==> src/rtl/ppu_frame_sync_pkg.sv <==
// ppu_frame_sync_pkg.sv
// Shared VGA timing constants and the replayed-write record used by the
// frame-synchronised register path in front of the PPU.
package ppu_pkg;

    // Default 640x480@60 timing components
    localparam int DEF_H_ACTIVE = 640;
    localparam int DEF_H_FP     = 16;
    localparam int DEF_H_SYNC   = 96;
    localparam int DEF_H_BP     = 48;
    localparam int DEF_V_ACTIVE = 480;
    localparam int DEF_V_FP     = 10;
    localparam int DEF_V_SYNC   = 2;
    localparam int DEF_V_BP     = 33;

    // Derived totals and sync windows (end is exclusive)
    localparam int H_TOTAL      = DEF_H_ACTIVE + DEF_H_FP + DEF_H_SYNC + DEF_H_BP;
    localparam int V_TOTAL      = DEF_V_ACTIVE + DEF_V_FP + DEF_V_SYNC + DEF_V_BP;
    localparam int H_SYNC_START = DEF_H_ACTIVE + DEF_H_FP;
    localparam int H_SYNC_END   = H_SYNC_START + DEF_H_SYNC;
    localparam int V_SYNC_START = DEF_V_ACTIVE + DEF_V_FP;
    localparam int V_SYNC_END   = V_SYNC_START + DEF_V_SYNC;

    // One host register write as held in the pending-write FIFO
    typedef struct packed {
        logic [2:0]  addr;
        logic [31:0] data;
    } ppu_wr_t;

endpackage

==> src/rtl/ppu_frame_sync_if.sv <==
// ppu_frame_sync_if.sv
// Avalon-style host register write bus feeding ppu_frame_sync.
// The host drives through the master modport, ppu_frame_sync listens on slave.
interface ppu_frame_sync_if;

    logic        chipselect;
    logic        write;
    logic [2:0]  address;
    logic [31:0] writedata;

    modport master (output chipselect, output write, output address, output writedata);
    modport slave  (input  chipselect, input  write, input  address, input  writedata);

endinterface

==> src/rtl/ppu_frame_sync_wr_fifo.sv <==
// ppu_frame_sync_wr_fifo.sv
// Synchronous FIFO holding pending host writes. Pointers carry one extra
// wrap bit so full and empty are told apart by comparing the MSBs.
// A push while full is accepted only when a pop happens in the same clk.
module ppu_wr_fifo #(
    parameter int WIDTH = 35,
    parameter int DEPTH = 16
) (
    input  logic             clk,
    input  logic             rst_n,
    input  logic             clear,
    input  logic             push,
    input  logic             pop,
    input  logic [WIDTH-1:0] wr_data,
    output logic [WIDTH-1:0] rd_data,
    output logic             full,
    output logic             empty
);

    localparam int AW = $clog2(DEPTH);

    logic [WIDTH-1:0] mem [DEPTH];
    logic [AW:0]      wr_ptr;
    logic [AW:0]      rd_ptr;
    logic             do_push;
    logic             do_pop;

    assign empty   = (wr_ptr == rd_ptr);
    assign full    = (wr_ptr[AW] != rd_ptr[AW]) && (wr_ptr[AW-1:0] == rd_ptr[AW-1:0]);
    assign do_pop  = pop && !empty;
    assign do_push = push && (!full || do_pop);
    assign rd_data = mem[rd_ptr[AW-1:0]];

    // Storage write port
    // NOTE: the RAM has no reset; emptiness is defined by the pointers alone.
    always_ff @(posedge clk) begin
        if (do_push) begin
            mem[wr_ptr[AW-1:0]] <= wr_data;
        end
    end

    // Read/write pointers, flushed by reset or clear
    // NOTE: non-blocking assignments so every register samples pre-edge values.
    always_ff @(posedge clk or negedge rst_n) begin
        if (!rst_n) begin
            wr_ptr <= '0;
            rd_ptr <= '0;
        end else if (clear) begin
            wr_ptr <= '0;
            rd_ptr <= '0;
        end else begin
            if (do_push) wr_ptr <= wr_ptr + 1'b1;
            if (do_pop)  rd_ptr <= rd_ptr + 1'b1;
        end
    end

endmodule

==> src/rtl/ppu_frame_sync.sv <==
// ppu_frame_sync.sv
// VGA pixel timing generator plus a write buffer that replays host register
// writes to the PPU only during vertical blank, so sprite state never
// changes mid-frame.
// Optional feature: define PPU_FRAME_SYNC_BYPASS_EN to add a bypass input
// that forwards host writes straight through (registered) and keeps the
// FIFO empty.
module ppu_frame_sync
    import ppu_pkg::*;
#(
    parameter int CLK_DIV    = 2,
    parameter int H_ACTIVE   = DEF_H_ACTIVE,
    parameter int H_FP       = DEF_H_FP,
    parameter int H_SYNC     = DEF_H_SYNC,
    parameter int H_BP       = DEF_H_BP,
    parameter int V_ACTIVE   = DEF_V_ACTIVE,
    parameter int V_FP       = DEF_V_FP,
    parameter int V_SYNC     = DEF_V_SYNC,
    parameter int V_BP       = DEF_V_BP,
    parameter int FIFO_DEPTH = 16
) (
    input  logic              clk,
    input  logic              reset,
`ifdef PPU_FRAME_SYNC_BYPASS_EN
    input  logic              bypass,
`endif
    ppu_frame_sync_if.slave   host,
    output logic [9:0]        hcount,
    output logic [9:0]        vcount,
    output logic              pix_en,
    output logic              hsync_n,
    output logic              vsync_n,
    output logic              blank_n,
    output logic              frame_start,
    output logic              ppu_wr,
    output logic [2:0]        ppu_address,
    output logic [31:0]       ppu_writedata,
    output logic              fifo_ovf
);

    localparam int DIV_W = (CLK_DIV > 1) ? $clog2(CLK_DIV) : 1;
    localparam logic [DIV_W-1:0] DIV_LAST = DIV_W'(CLK_DIV - 1);

    localparam logic [9:0] H_LAST   = 10'(H_ACTIVE + H_FP + H_SYNC + H_BP - 1);
    localparam logic [9:0] V_LAST   = 10'(V_ACTIVE + V_FP + V_SYNC + V_BP - 1);
    localparam logic [9:0] H_ACT    = 10'(H_ACTIVE);
    localparam logic [9:0] V_ACT    = 10'(V_ACTIVE);
    localparam logic [9:0] HS_START = 10'(H_ACTIVE + H_FP);
    localparam logic [9:0] HS_END   = 10'(H_ACTIVE + H_FP + H_SYNC);
    localparam logic [9:0] VS_START = 10'(V_ACTIVE + V_FP);
    localparam logic [9:0] VS_END   = 10'(V_ACTIVE + V_FP + V_SYNC);

    logic [DIV_W-1:0] div_cnt;
    logic             vblank;
    logic             host_wr;
    logic             bypass_on;
    logic             fifo_push;
    logic             fifo_pop;
    logic             fifo_full;
    logic             fifo_empty;
    ppu_wr_t          host_entry;
    ppu_wr_t          fifo_head;

`ifdef PPU_FRAME_SYNC_BYPASS_EN
    assign bypass_on = bypass;
`else
    assign bypass_on = 1'b0;
`endif

    assign host_wr         = host.chipselect && host.write;
    assign host_entry.addr = host.address;
    assign host_entry.data = host.writedata;
    assign fifo_push       = host_wr && !bypass_on;
    assign fifo_pop        = vblank && !fifo_empty && !bypass_on;

    // Pixel divider: pix_en marks the clk following a divider wrap
    always_ff @(posedge clk or negedge reset) begin
        if (!reset) begin
            div_cnt <= '0;
            pix_en  <= 1'b0;
        end else begin
            pix_en <= (div_cnt == DIV_LAST);
            if (div_cnt == DIV_LAST) div_cnt <= '0;
            else                     div_cnt <= div_cnt + 1'b1;
        end
    end

    // Raster counters and the frame_start pulse on the wrap into (0,0)
    always_ff @(posedge clk or negedge reset) begin
        if (!reset) begin
            hcount      <= '0;
            vcount      <= '0;
            frame_start <= 1'b0;
        end else begin
            frame_start <= pix_en && (hcount == H_LAST) && (vcount == V_LAST);
            if (pix_en) begin
                if (hcount == H_LAST) begin
                    hcount <= '0;
                    vcount <= (vcount == V_LAST) ? '0 : vcount + 1'b1;
                end else begin
                    hcount <= hcount + 1'b1;
                end
            end
        end
    end

    // Sync, blank and vblank decode from the registered counters
    // NOTE: every output is given a default first so no latch is inferred.
    always_comb begin
        hsync_n = 1'b1;
        vsync_n = 1'b1;
        blank_n = 1'b0;
        vblank  = 1'b0;
        if (hcount >= HS_START && hcount < HS_END) hsync_n = 1'b0;
        if (vcount >= VS_START && vcount < VS_END) vsync_n = 1'b0;
        if (hcount < H_ACT && vcount < V_ACT)      blank_n = 1'b1;
        if (vcount >= V_ACT)                       vblank  = 1'b1;
    end

    // Sticky overflow: a push into a full FIFO that no pop makes room for
    always_ff @(posedge clk or negedge reset) begin
        if (!reset) begin
            fifo_ovf <= 1'b0;
        end else if (fifo_push && fifo_full && !fifo_pop) begin
            fifo_ovf <= 1'b1;
        end
    end

    // Replay register towards the PPU: one strobe per popped (or bypassed) write
    always_ff @(posedge clk or negedge reset) begin
        if (!reset) begin
            ppu_wr        <= 1'b0;
            ppu_address   <= '0;
            ppu_writedata <= '0;
        end else if (bypass_on) begin
            ppu_wr <= host_wr;
            if (host_wr) begin
                ppu_address   <= host_entry.addr;
                ppu_writedata <= host_entry.data;
            end
        end else begin
            ppu_wr <= fifo_pop;
            if (fifo_pop) begin
                ppu_address   <= fifo_head.addr;
                ppu_writedata <= fifo_head.data;
            end
        end
    end

    ppu_wr_fifo #(
        .WIDTH ($bits(ppu_wr_t)),
        .DEPTH (FIFO_DEPTH)
    ) u_fifo (
        .clk     (clk),
        .rst_n   (reset),
        .clear   (bypass_on),
        .push    (fifo_push),
        .pop     (fifo_pop),
        .wr_data (host_entry),
        .rd_data (fifo_head),
        .full    (fifo_full),
        .empty   (fifo_empty)
    );

endmodule

==> src/flat_wrapper.sv <==
// flat-port wrapper written by rule: the top's interface ports become plain ports
module ppu_frame_sync_flat import ppu_pkg::*;
#(
    parameter int CLK_DIV    = 2,
    parameter int H_ACTIVE   = DEF_H_ACTIVE,
    parameter int H_FP       = DEF_H_FP,
    parameter int H_SYNC     = DEF_H_SYNC,
    parameter int H_BP       = DEF_H_BP,
    parameter int V_ACTIVE   = DEF_V_ACTIVE,
    parameter int V_FP       = DEF_V_FP,
    parameter int V_SYNC     = DEF_V_SYNC,
    parameter int V_BP       = DEF_V_BP,
    parameter int FIFO_DEPTH = 16
)
  (clk, reset, hcount, vcount, pix_en, hsync_n, vsync_n, blank_n, frame_start, ppu_wr, ppu_address, ppu_writedata, fifo_ovf, host_chipselect, host_write, host_address, host_writedata);
  ppu_frame_sync_if host_i ();
  input  logic clk;
  input  logic reset;
  output logic [9:0] hcount;
  output logic [9:0] vcount;
  output logic pix_en;
  output logic hsync_n;
  output logic vsync_n;
  output logic blank_n;
  output logic frame_start;
  output logic ppu_wr;
  output logic [2:0] ppu_address;
  output logic [31:0] ppu_writedata;
  output logic fifo_ovf;
  input wire logic [$bits(host_i.chipselect)-1:0] host_chipselect;
  input wire logic [$bits(host_i.write)-1:0] host_write;
  input wire logic [$bits(host_i.address)-1:0] host_address;
  input wire logic [$bits(host_i.writedata)-1:0] host_writedata;
  assign host_i.chipselect = host_chipselect;
  assign host_i.write = host_write;
  assign host_i.address = host_address;
  assign host_i.writedata = host_writedata;
  ppu_frame_sync #(.CLK_DIV(CLK_DIV), .H_ACTIVE(H_ACTIVE), .H_FP(H_FP), .H_SYNC(H_SYNC), .H_BP(H_BP), .V_ACTIVE(V_ACTIVE), .V_FP(V_FP), .V_SYNC(V_SYNC), .V_BP(V_BP), .FIFO_DEPTH(FIFO_DEPTH)) u_core (.clk(clk), .reset(reset), .host(host_i), .hcount(hcount), .vcount(vcount), .pix_en(pix_en), .hsync_n(hsync_n), .vsync_n(vsync_n), .blank_n(blank_n), .frame_start(frame_start), .ppu_wr(ppu_wr), .ppu_address(ppu_address), .ppu_writedata(ppu_writedata), .fifo_ovf(fifo_ovf));
endmodule
==> config.mk <==
export PLATFORM = sky130hd
export DESIGN_NAME = ppu_frame_sync_flat
export DESIGN_NICKNAME = d
export VERILOG_FILES = /design/src/rtl/ppu_frame_sync_pkg.sv /design/src/rtl/ppu_frame_sync_if.sv /design/src/rtl/ppu_frame_sync_wr_fifo.sv /design/src/rtl/ppu_frame_sync.sv /design/src/flat_wrapper.sv
export SDC_FILE = /design/constraint.sdc
export NUM_CORES = 1
export LEC_CHECK = 0
export ABC_AREA = 0
export CAP_MARGIN = 10
export CORE_MARGIN = 2
export CORE_UTILIZATION = 55
export DETAILED_ROUTE_END_ITERATION = 7
export PLACE_DENSITY = 0.81
export SETUP_SLACK_MARGIN = 0.3
export SLEW_MARGIN = 20
export SYNTH_ARGS = -nofsm -noshare
export SYNTH_HDL_FRONTEND = slang
export SYNTH_SLANG_ARGS = --single-unit
==> constraint.sdc <==
create_clock -name clk -period 5.4 [get_ports clk]
set_input_delay 1.08 -clock clk [delete_from_list [all_inputs] [get_ports clk]]
set_output_delay 1.08 -clock clk [all_outputs]
set_load 0.01 [all_outputs]
# Word-level counts from Yosys, hierarchy flattened
# Memory sizes are Yosys's and may differ from the RTL's. A register that Yosys moved wholly into a read port is not among the register bits.
# Index checks and enable logic that the tools add are counted.
dict set report word_totals {
  n_memories 1
  mem_bits_rw 560
  register_bits 35
  word_cells 54
  out_inout_bits 62
}
dict set report classes {
  reduce_logical 18
  n_mux 9
  n_lt_le_gt_ge 7
  eq_ne 5
  n_addsub 5
}
# name words word_bits rd rd_clocked_by_memory_dff write_ports line
set memory_table {}
lappend memory_table {u_core.u_fifo.mem 16 35 1 1 1 ppu_frame_sync_wr_fifo.sv:22} ;# logic [WIDTH-1:0] mem [DEPTH];
# op n
set ops {}
lappend ops {{$add 10x1->10 const B} 2}
lappend ops {{$eq 10x10->1 const B} 2}
lappend ops {{$ge 10x9->1 const B} 2}
lappend ops {{$lt 10x10->1 const B} 2}
lappend ops {{$lt 10x9->1 const B} 2}
lappend ops {{$mux 10} 2}
lappend ops {{$logic_and 1x1->1} 12}
lappend ops {{$add 5x1->5 const B} 2}
lappend ops {{$ge 10x10->1 const B} 1}
lappend ops {{$mux 1} 7}
lappend ops {{$eq 5x5->1} 1}
lappend ops {{$eq 4x4->1} 1}
lappend ops {{$logic_not 1->1} 4}
lappend ops {{$reduce_and 2->1} 1}
lappend ops {{$add 1x1->1 const B} 1}
lappend ops {{$logic_or 1x1->1} 1}
lappend ops {{$ne 1x1->1} 1}

# Logic depth before layout (Yosys ltp)
# Gate-level depths: netlist of the first run.
dict set report logic_depth {
  ltp_word 8
  depth_mapped 8
  depth_no_buf 6
}

# Modules after synthesis
# Synthesis of the first run repeated with hierarchy kept, for this count alone.
dict set report hier_totals {
  cells_unflattened 1051
  hier_area_um2 24312.1
}
# mod area_per_inst_um2 instances cells_per_inst seq_area_each_um2
set modules_own_cells {}
lappend modules_own_cells {ppu_wr_fifo 21740.9 1 858 17066.4}
lappend modules_own_cells {ppu_frame_sync 2571.2 1 193 1501.4}

# Worst setup path before layout of the first run
# Ideal clock, no wire load.
dict set report synth_path {
  kind {input to register}
  from {input host_chipselect}
  to {memory u_core.u_fifo.mem[1][0], enable pin}
  setup_slack_ns -0.202
  t_required_ns 4.884
  n_path_buf 0
  arrival_time_ns 5.086
  stages 3
  path_cell_list {and2_1 > a21boi_1 > nor4bb_1}
}
dict set report synth_via {
  elab_chain_cells 4
}
# item line
set synth_rtl {}
lappend synth_rtl {{from (decl)} flat_wrapper.sv:30} ;# input wire logic [$bits(host_i.chipselect)-1:0] host_chipselect;
lappend synth_rtl {{$logic_and 1x1->1} ppu_frame_sync.sv:70} ;# assign host_wr = host.chipselect && host.write;
lappend synth_rtl {{$logic_and 1x1->1} ppu_frame_sync_wr_fifo.sv:31} ;# assign do_push = push && (!full || do_pop);
lappend synth_rtl {{$mux 1} ppu_frame_sync_wr_fifo.sv:37} ;# if (do_push) begin
lappend synth_rtl {{$mux 1 (implied by the code)} ppu_frame_sync_wr_fifo.sv:38} ;# mem[wr_ptr[AW-1:0]] <= wr_data;
lappend synth_rtl {{to (decl)} ppu_frame_sync_wr_fifo.sv:22}
# Every way passes these cells.

# Worst setup path in the final report of the first run
dict set report layout_path {
  from {register u_core.u_fifo.rd_ptr[2]}
  to {memory u_core.u_fifo.mem[5][15], enable pin}
}
dict set report layout_via {
  elab_chain_cells 8
  elab_cells_between_ends 11
}
# item line
set layout_rtl {}
lappend layout_rtl {{from (decl)} ppu_frame_sync_wr_fifo.sv:24} ;# logic [AW:0] rd_ptr;
lappend layout_rtl {{from (signal assigned)} ppu_frame_sync_wr_fifo.sv:53} ;# if (do_pop) rd_ptr <= rd_ptr + 1'b1;
lappend layout_rtl {{$eq 5x5->1} ppu_frame_sync_wr_fifo.sv:28} ;# assign empty = (wr_ptr == rd_ptr);
lappend layout_rtl {{$logic_not 1->1} {ppu_frame_sync_wr_fifo.sv:30, ppu_frame_sync.sv:74}}
lappend layout_rtl {{$logic_and 1x1->1} ppu_frame_sync.sv:74} ;# assign fifo_pop = vblank && !fifo_empty && !bypass_on;
lappend layout_rtl {{$logic_and 1x1->1} ppu_frame_sync_wr_fifo.sv:30} ;# assign do_pop = pop && !empty;
lappend layout_rtl {{$logic_or 1x1->1 *} ppu_frame_sync_wr_fifo.sv:31}
lappend layout_rtl {{$logic_and 1x1->1 *} ppu_frame_sync_wr_fifo.sv:31}
lappend layout_rtl {{$mux 1 *} ppu_frame_sync_wr_fifo.sv:37}
lappend layout_rtl {{$mux 1 (implied by the code) *} ppu_frame_sync_wr_fifo.sv:38}
# Mark *: on every way between the ends. The rest lies on a longest branch, timed or not.

==> results of run 1 <==
-- report_power, final --
part / internal (mW) / switching, mW
logic: 0.151 / 0.329
clock network: 2.22 / 1.73
registers: 5.56 / 0.110
total: 7.93 / 2.17
-- worst register-to-register path: cells and delay by family (launching register included) --
kind             cells  cell delay [ns]
AO/OA/AOI/OAI        1             0.82
XOR/XNOR             1             0.35
AND/OR/NAND/NOR      2             1.31
flip-flops           1             1.02
-- final cells by class --
type | count | area (um^2) | share of cell area [%]
inverters | 12 | 45.0 | 0.160
multi-input cells | 530 | 5800 | 20.6
flip-flops and latches | 630 | 18600 | 65.8
well taps | 592 | 741 | 2.63
clock buffers | 79 | 1600 | 5.68
clock inverters | 32 | 234 | 0.829
repair buffers | 116 | 1210 | 4.29
-- worst max path at each step --
stage / startpoint / cells after the start / slack [ns] / endpoint
2_1_floorplan: host_chipselect / 3 / 1.15 / u_core.u_fifo.mem[1][0]
3_3_place_gp: host_chipselect / 4 / 1.33 / u_core.u_fifo.mem[6][26]
3_5_place_dp: host_write / 4 / 1.08 / u_core.u_fifo.mem[6][18]
4_1_cts: u_core.u_fifo.rd_ptr[2] / 4 / 1.48 / u_core.u_fifo.mem[6][30]
5_1_grt: u_core.u_fifo.rd_ptr[1] / 4 / 1.29 / u_core.u_fifo.mem[5][15]
6_report: u_core.u_fifo.rd_ptr[2] / 4 / 1.49 / u_core.u_fifo.mem[5][15]
-- cell usage after synthesis (all sizes together) --
| cell type | count |
|---|---|
| edfxtp | 560 |
| mux2i | 142 |
| mux2 | 72 |
| dfrtp | 70 |
| mux4 | 70 |
| a22o | 37 |
| buf | 36 |
| a221oi | 35 |
| a22oi | 35 |
| clkbuf | 33 |
| xor2 | 15 |
| and3 | 13 |
| inv | 12 |
| nand2 | 11 |
| nand4 | 11 |
| nor2 | 10 |
| ha | 9 |
| xnor2 | 8 |
| a21oi | 7 |
| nor2b | 7 |
| o21ai | 6 |
| nand3 | 5 |
| nor3 | 5 |
| and2 | 4 |
| and4 | 4 |
| and4b | 4 |
| a211oi | 3 |
| nand2b | 3 |
| nor4bb | 3 |
| o22ai | 2 |
| a21boi | 1 |
| a31o | 1 |
| a31oi | 1 |
| a41oi | 1 |
| nand4bb | 1 |
| nor4 | 1 |
| nor4b | 1 |
| or4 | 1 |
| or4b | 1 |
-- registers in the layout, summed over array words and instances, names as in the netlist --
signal and cells:
u_core.div_cnt 1, u_core.u_fifo.mem 560, u_core.pix_en 1, u_core.u_fifo.rd_ptr 5, u_core.ppu_writedata 32, u_core.ppu_address 3, u_core.frame_start 1, u_core.ppu_wr 1
u_core.vcount 10, u_core.u_fifo.wr_ptr 5, u_core.fifo_ovf 1, u_core.hcount 10
-- cells in the final DEF, fill, tap and decap left out, types with 4 or more instances in the layout --
master,instances
sky130_fd_sc_hd__edfxtp_1,560
sky130_fd_sc_hd__mux2i_1,142
sky130_fd_sc_hd__clkdlybuf4s50_1,99
sky130_fd_sc_hd__mux2_2,67
sky130_fd_sc_hd__mux4_2,66
sky130_fd_sc_hd__dfrtp_1,66
sky130_fd_sc_hd__clkbuf_16,61
sky130_fd_sc_hd__a22o_1,37
sky130_fd_sc_hd__a22oi_1,35
sky130_fd_sc_hd__a221oi_1,35
sky130_fd_sc_hd__clkbuf_1,17
sky130_fd_sc_hd__xor2_1,15
sky130_fd_sc_hd__inv_1,12
sky130_fd_sc_hd__clkinv_1,12
sky130_fd_sc_hd__clkinv_2,12
sky130_fd_sc_hd__buf_4,12
sky130_fd_sc_hd__nand2_1,11
sky130_fd_sc_hd__nand4_1,11
sky130_fd_sc_hd__nor2_1,9
sky130_fd_sc_hd__ha_1,9
sky130_fd_sc_hd__xnor2_1,8
sky130_fd_sc_hd__and3_1,7
sky130_fd_sc_hd__o21ai_0,5
sky130_fd_sc_hd__nor2b_1,5
sky130_fd_sc_hd__nand3_1,5
sky130_fd_sc_hd__a21oi_1,5
sky130_fd_sc_hd__nor3_1,5
sky130_fd_sc_hd__and3_2,5
sky130_fd_sc_hd__mux4_1,4
sky130_fd_sc_hd__clkinvlp_4,4
sky130_fd_sc_hd__buf_16,4
-- metal layers --
layer | vias up | share of wire (%) | global-route usage, %
met4 | 2 | 1.9 | 6.64
met3 | 72 | 6.4 | 3.89
met2 | 485 | 51 | 37.4
met1 | 6450 | 40 | 29.6
li1 | 5308 | - | -
met5 | - | 0.020 | 0
-- logic make-up after synthesis --
family | after synthesis | share of synthesized area, %
compound gates | 129 | 4.15
mux | 284 | 15.5
fa+ha+maj | 9 | 0.456
buf+inv | 81 | 1.68
flops | 630 | 75.2
xor+xnor | 23 | 0.816
simple gates | 85 | 2.15
-- through the flow --
stage	power (mW)	std cells
3_3_place_gp	6.18	1876
6_report	10.1	1991
4_1_cts	10.1	1989
5_1_grt	10.4	1991
2_1_floorplan	5.97	1241
3_5_place_dp	6.23	1878
==> impl_summary.log, run 1 <==
[metrics] run status: completed
[metrics] Final Cycle Share: 72.4%
[metrics] biggest area contributors in the synthesized netlist: sky130_fd_sc_hd__edfxtp_1 68%, sky130_fd_sc_hd__dfrtp_1 7.1%, sky130_fd_sc_hd__mux4_2 6.0%
[metrics] ordered list of cells on the worst path: xor2_1 -> nor4_4 -> a21boi_1 -> and4b_2
[metrics] layout cell share with drive strength beyond 1: 18.7%
[metrics] sequential-to-total area share from yosys stat: 75.2%
[metrics] remaining design rule violation count: 0
[metrics] worst vdd rail ir drop: 0.222 mV
[metrics] clock-pin slew on the worst setup and hold paths: 0.06 ns
[metrics] CTS Hold Bufs: 0
[metrics] Yosys warning total: 0
[metrics] biggest cell delay along the critical path: 1.18 ns
[metrics] normalized max-slew margin: 25.1%
[metrics] cell taking the most area after synthesis: sky130_fd_sc_hd__edfxtp_1
[metrics] via count of the first global-routing pass: 12.8k
[metrics] Die W: 216 um
[metrics] number of antenna violations at the first check in global routing: 1
[metrics] maximum capacitance violations: 0
[metrics] number of nets in the synthesized netlist: 1289
[metrics] element type at the critical path end: register
[metrics] type of the worst min-delay path: input port to asynchronous set/reset pin
[metrics] final layout net count: 1398
[metrics] residual overflow from global routing: 0
[metrics] worst-case setup slack after placement: 1.08 ns
[metrics] Cell variety after synth: 46
[metrics] placed wire-length estimate after detailed placement: 26.5 mm
[metrics] largest fanout of any net on the critical path: 55
[metrics] 1st-pass router iterations: 5
[metrics] 1st-iter DRT viols: 1133
[metrics] # clock sinks: 630
[metrics] area of the core region: 44200 um^2
[metrics] worst hold slack after final layout: 0.371 ns
[metrics] measured slew at the worst slew-check pin: 1.12 ns
[metrics] family with the most delay on the worst path: simple AND/OR/NAND/NOR gates
[metrics] source of the worst register-to-register timing path: u_core.u_fifo.rd_ptr[2]
[metrics] Routed WL: 50.9 mm
[metrics] average detailed-routed wire length per instance: 25.5 um
[metrics] vias per std cell: 6.19
[metrics] layout-stage area growth over the synthesis result: 14.3%
[metrics] worst reg2reg endpoint: u_core.u_fifo.mem[5][15]
[metrics] io pins: 101
[metrics] slack of the worst reg-to-reg path: 1.49 ns
[metrics] number of buffers on the longest clock path: 3
[metrics] category of the worst setup path launch point: register
[metrics] H-tree depth: 2
[metrics] slowest cell on the critical path: sky130_fd_sc_hd__and4b_2
[metrics] Post-DRT Antenna Nets: 0
[metrics] clock latency at the later pin of the worst-skew pair: 0.61 ns
[metrics] Setup-failing EPs final: 0
[metrics] Site Rows: 77
[metrics] total track usage: 22.1%
[metrics] pin count of the biggest net entering global routing: 108
[metrics] clk_skew: 0.0110 ns
[metrics] fill cell count: 2840
[metrics] vertical die dimension: 216 um
[metrics] setup TNS: 0 ns
[metrics] input/output buffers: 100
[metrics] crit path time final: 3.91 ns
[metrics] total power density per cell area: 358 nW/um^2
[metrics] number of resized instances in the post-cts repair step: 0
[metrics] Inserted Clock Buffers: 60
[metrics] unrepaired setup endpoints after global routing: false
[metrics] utilization after layout: 63.8%
[metrics] gpl congestion: 0.775
[metrics] Leakage Power: 9.09 nW
[metrics] final design area excluding fillers: 28200 um^2
[metrics] final setup slack of the worst path: 1.49 ns
[metrics] DIE AREA: 46600 um^2
[metrics] top-area cell type share of the netlist area: 68.1%
[metrics] first-pass GRT wire length: 77.3 mm
[metrics] Placed Instance Area: 26300 um^2
[metrics] clock tree from TritonCTS: done
[metrics] FF-to-FF path depth: 4
[metrics] data arrival time of the critical path: 4.13 ns
[metrics] required time reported for the critical path endpoint: 5.62 ns
[metrics] pins over their slew limit: 0
[metrics] hold violation count in the final report: 0
[metrics] netlist area before placement: 24700 um^2
[metrics] Clock Root Buffer: sky130_fd_sc_hd__clkbuf_16
[metrics] starting density of the core: 55.8%
[metrics] Mean Syn Cell Area: 19.9 um^2
[metrics] Ant. Diodes: 0
[metrics] count of buffer and inverter cells on the critical path: 0
[metrics] Mapped Cells: 1241
[metrics] count of buffers added by post-CTS timing repair for setup: 0
[metrics] critical path type: register to register
[metrics] via count: 12.3k
[metrics] Max Fclk: 256 MHz
[metrics] count of state elements after synthesis: 630
Note: power is estimated with default switching activity, not from simulation.
==> run 2, diff against run 1 <==
==> constraint.sdc (replaced) <==
create_clock -name clk -period 3.2 [get_ports clk]
set_input_delay 0.64 -clock clk [delete_from_list [all_inputs] [get_ports clk]]
set_output_delay 0.64 -clock clk [all_outputs]
set_load 0.01 [all_outputs]
==> run 2 against run 1 <==
Non-clock buffer count grew 28. Sequential share of layout area is 1.0 points lower. Via count up 1.2%. Register-to-register slack got worse by 0.99 ns. Core utilization is 1.0 points higher. Final area increased by 1.6%. Final cell count grew 1.3%. Wire length increased by 2.7%. Combinational power is 91% higher. Critical path type is now register to output port. Highest routed layer is now met4.
==> impl_summary.log, run 2 (same netlist as run 1, synthesis figures left out) <==
[metrics] H-tree depth: 2 (unchanged)
[metrics] power consumption: 17.1 mW (was 10.1 mW)
[metrics] 1st-pass router iterations: 5 (unchanged)
[metrics] worst vdd rail ir drop: 0.456 mV (was 0.222 mV)
[metrics] Clock Root Buffer: sky130_fd_sc_hd__clkbuf_16 (unchanged)
[metrics] most common library cell in the layout ignoring fill and taps: sky130_fd_sc_hd__edfxtp_1 (unchanged)
[metrics] 1st-iter DRT viols: 1405 (was 1133)
[metrics] layout-stage area growth over the synthesis result: 16.1% (was 14.3%)
[metrics] Max Fclk: 363 MHz
[metrics] layout cell share with drive strength beyond 1: 20.5% (was 18.7%)
[metrics] Placed Instance Area: 26800 um^2 (was 26300 um^2)
[metrics] vias per std cell: 6.18 (was 6.19)
[metrics] hold violation count in the final report: 0 (unchanged)
[metrics] pins over their slew limit: 0 (unchanged)
[metrics] utilization after layout: 64.8% (was 63.8%)
[metrics] number of antenna violations at the first check in global routing: 0 (was 1)
[metrics] clock latency at the later pin of the worst-skew pair: 0.62 ns (was 0.61 ns)
[metrics] sequential standard cell area: 18600 um^2 (about the same)
[metrics] final design area excluding fillers: 28700 um^2 (was 28200 um^2)
[metrics] input/output buffers: 100 (unchanged)
[metrics] Post-DRT Antenna Nets: 0 (unchanged)
[metrics] worst-case setup slack after placement: 0.186 ns (was 1.08 ns)
[metrics] maximum capacitance violations: 0 (unchanged)
[metrics] crit path time final: 2.76 ns
[metrics] Ant. Diodes: 0 (unchanged)
[metrics] average detailed-routed wire length per instance: 25.9 um (was 25.5 um)
[metrics] Routed WL: 52.3 mm (was 50.9 mm)
[metrics] CTS Hold Bufs: 0 (unchanged)
[metrics] data arrival time of the critical path: 2.12 ns (was 4.13 ns)
[metrics] remaining design rule violation count: 0 (unchanged)
[metrics] largest fanout of any net on the critical path: 8 (was 55)
[metrics] cell-internal power: 13.5 mW (was 7.93 mW)
[metrics] clock-pin slew on the worst setup and hold paths: 0.06 ns (about the same)
[metrics] # clock sinks: 630 (unchanged)
[metrics] max reg flops: 560 (unchanged)
[metrics] run status: completed (unchanged)
[metrics] net switching fraction of the power: 21.4% (was 21.5%)
[metrics] worst hold slack after final layout: 0.0914 ns (was 0.371 ns)
[metrics] placed insts: 1908 (was 1878)
[metrics] total track usage: 22.6% (was 22.1%)
[metrics] Leakage Power: 9.29 nW (was 9.09 nW)
[metrics] via count: 12.5k (was 12.3k)
[metrics] final layout net count: 1424 (was 1398)
[metrics] normalized max-slew margin: 41.6% (was 25.1%)
[metrics] start point of the critical path: u_core.vcount[5] (was u_core.u_fifo.rd_ptr[2])
[metrics] portion of total power attributed to combinational logic: 5.3% (was 4.8%)
[metrics] fill cell count: 2794 (was 2840)
[metrics] gpl congestion: 0.786 (was 0.775)
[metrics] final setup slack of the worst path: 0.442 ns (was 1.49 ns)
[metrics] element type at the critical path end: output port (was register)
[metrics] critical path type: register to output port (was register to register)
[metrics] vertical die dimension: 216 um (unchanged)
[metrics] Inserted Clock Buffers: 58 (was 60)
[metrics] Net Switching: 3.67 mW (was 2.17 mW)
[metrics] first-pass GRT wire length: 78.3 mm (was 77.3 mm)
[metrics] source of the worst register-to-register timing path: u_core.u_fifo.rd_ptr[0] (was u_core.u_fifo.rd_ptr[2])
[metrics] area of the core region: 44200 um^2 (unchanged)
[metrics] Die W: 216 um (unchanged)
[metrics] Setup-failing EPs final: 0 (unchanged)
[metrics] required time reported for the critical path endpoint: 2.56 ns (was 5.62 ns)
[metrics] category of the worst setup path launch point: register (unchanged)
[metrics] Site Rows: 77 (unchanged)
[metrics] number of buffers on the longest clock path: 3 (unchanged)
[metrics] placed wire-length estimate after detailed placement: 30.5 mm (was 26.5 mm)
[metrics] clock share of power: 39.0% (was 39.2%)
[metrics] total power density per cell area: 598 nW/um^2 (was 358 nW/um^2)
[metrics] commonest cells after routing, fill and taps aside: 560 x sky130_fd_sc_hd__edfxtp_1, 142 x sky130_fd_sc_hd__mux2i_1, 98 x sky130_fd_sc_hd__clkdlybuf4s50_1, 67 x sky130_fd_sc_hd__mux2_2, 66 x sky130_fd_sc_hd__mux4_2 (was 560 x sky130_fd_sc_hd__edfxtp_1, 142 x sky130_fd_sc_hd__mux2i_1, 99 x sky130_fd_sc_hd__clkdlybuf4s50_1, 67 x sky130_fd_sc_hd__mux2_2)
[metrics] unrepaired setup endpoints after global routing: false (unchanged)
[metrics] via count of the first global-routing pass: 12.6k (was 12.8k)
[metrics] Final Cycle Share: 86.2%
[metrics] clock tree from TritonCTS: done (unchanged)
[metrics] measured slew at the worst slew-check pin: 0.876 ns (was 1.12 ns)
[metrics] io pins: 101 (unchanged)
[metrics] type of the worst min-delay path: input port to asynchronous set/reset pin (unchanged)
[metrics] clk_skew: 0.0272 ns (was 0.0110 ns)
[metrics] starting density of the core: 55.8% (unchanged)
[metrics] final non-filler cell total: 2017 (was 1991)
[metrics] setup TNS: 0 ns (unchanged)
[metrics] area taken by multi-input logic gates: 5810 um^2 (was 5800 um^2)
[metrics] residual overflow from global routing: 0 (unchanged)
[metrics] DIE AREA: 46600 um^2 (unchanged)
[metrics] power share of the sequential group: 55.7% (was 56.1%)
[metrics] pin count of the biggest net entering global routing: 98 (was 108)
-- run 2: cell count changes in the layout (fill, tap and decap cells not counted), sizes merged --
cell	change
buf	+28
bufinv	+1
clkdlybuf4s50	-1
clkinv	-1
clkinvlp	-3
dlymetal6s2s	+1
inv	+1
-- run 2: final timing paths --
path                                             to  slack [ns]  cells past startpoint
setup / recovery                            blank_n        0.44                      4
hold / removal             u_core.ppu_writedata[10]        0.09                      1
setup reg to reg           u_core.ppu_writedata[13]        0.50                      6
hold reg to reg                       u_core.pix_en        0.39                      0
max in group asynchronous          u_core.vcount[2]        2.39                      2
min in group clk                      u_core.pix_en        0.39                      0
-- run 2: cell type report --
| cell class | instances | share of cell area [%] |
|---|---|---|
| clock buffer | 79 | 5.52 |
| clock inverter | 30 | 0.947 |
| inverter | 12 | 0.157 |
| multi-input combinational | 530 | 20.3 |
| sequential | 630 | 64.8 |
| tap | 592 | 2.58 |
| timing repair buffer | 144 | 5.69 |
-- run 2: metal layers --
layer / vias to the layer above / part of all wire, % / GRT usage, %
met4: 0 / 2.7 / 7.22
li1: 5365 / - / -
met2: 541 / 50 / 37.5
met3: 79 / 7.3 / 4.19
met1: 6477 / 40 / 30.6
met5: - / 0 / 0
-- run 2: power by group through the flow --
stage	Clock (mW)	Combinational (mW)	Sequential, mW
3_5_place_dp	0	0.906	9.71
3_3_place_gp	0	0.868	9.68
4_1_cts	6.78	0.919	9.55
2_1_floorplan	0	0.465	9.63
6_report	6.68	0.916	9.55
5_1_grt	7.09	0.983	9.58
-- run 2: repair_timing --
action,4_1_cts,5_1_grt
endpoints found under the hold margin,0,0
gates resized for setup,0,5
buffers inserted,0,0
endpoints found under the setup margin,0,122
-- run 2: worst max-delay path: stages (launching register included) --
cell and delay [ns]:
sky130_fd_sc_hd__dfrtp_1 0.46, sky130_fd_sc_hd__a41oi_1 0.24, sky130_fd_sc_hd__buf_4 0.18, sky130_fd_sc_hd__and2_1 0.13
sky130_fd_sc_hd__clkdlybuf4s50_1 0.53
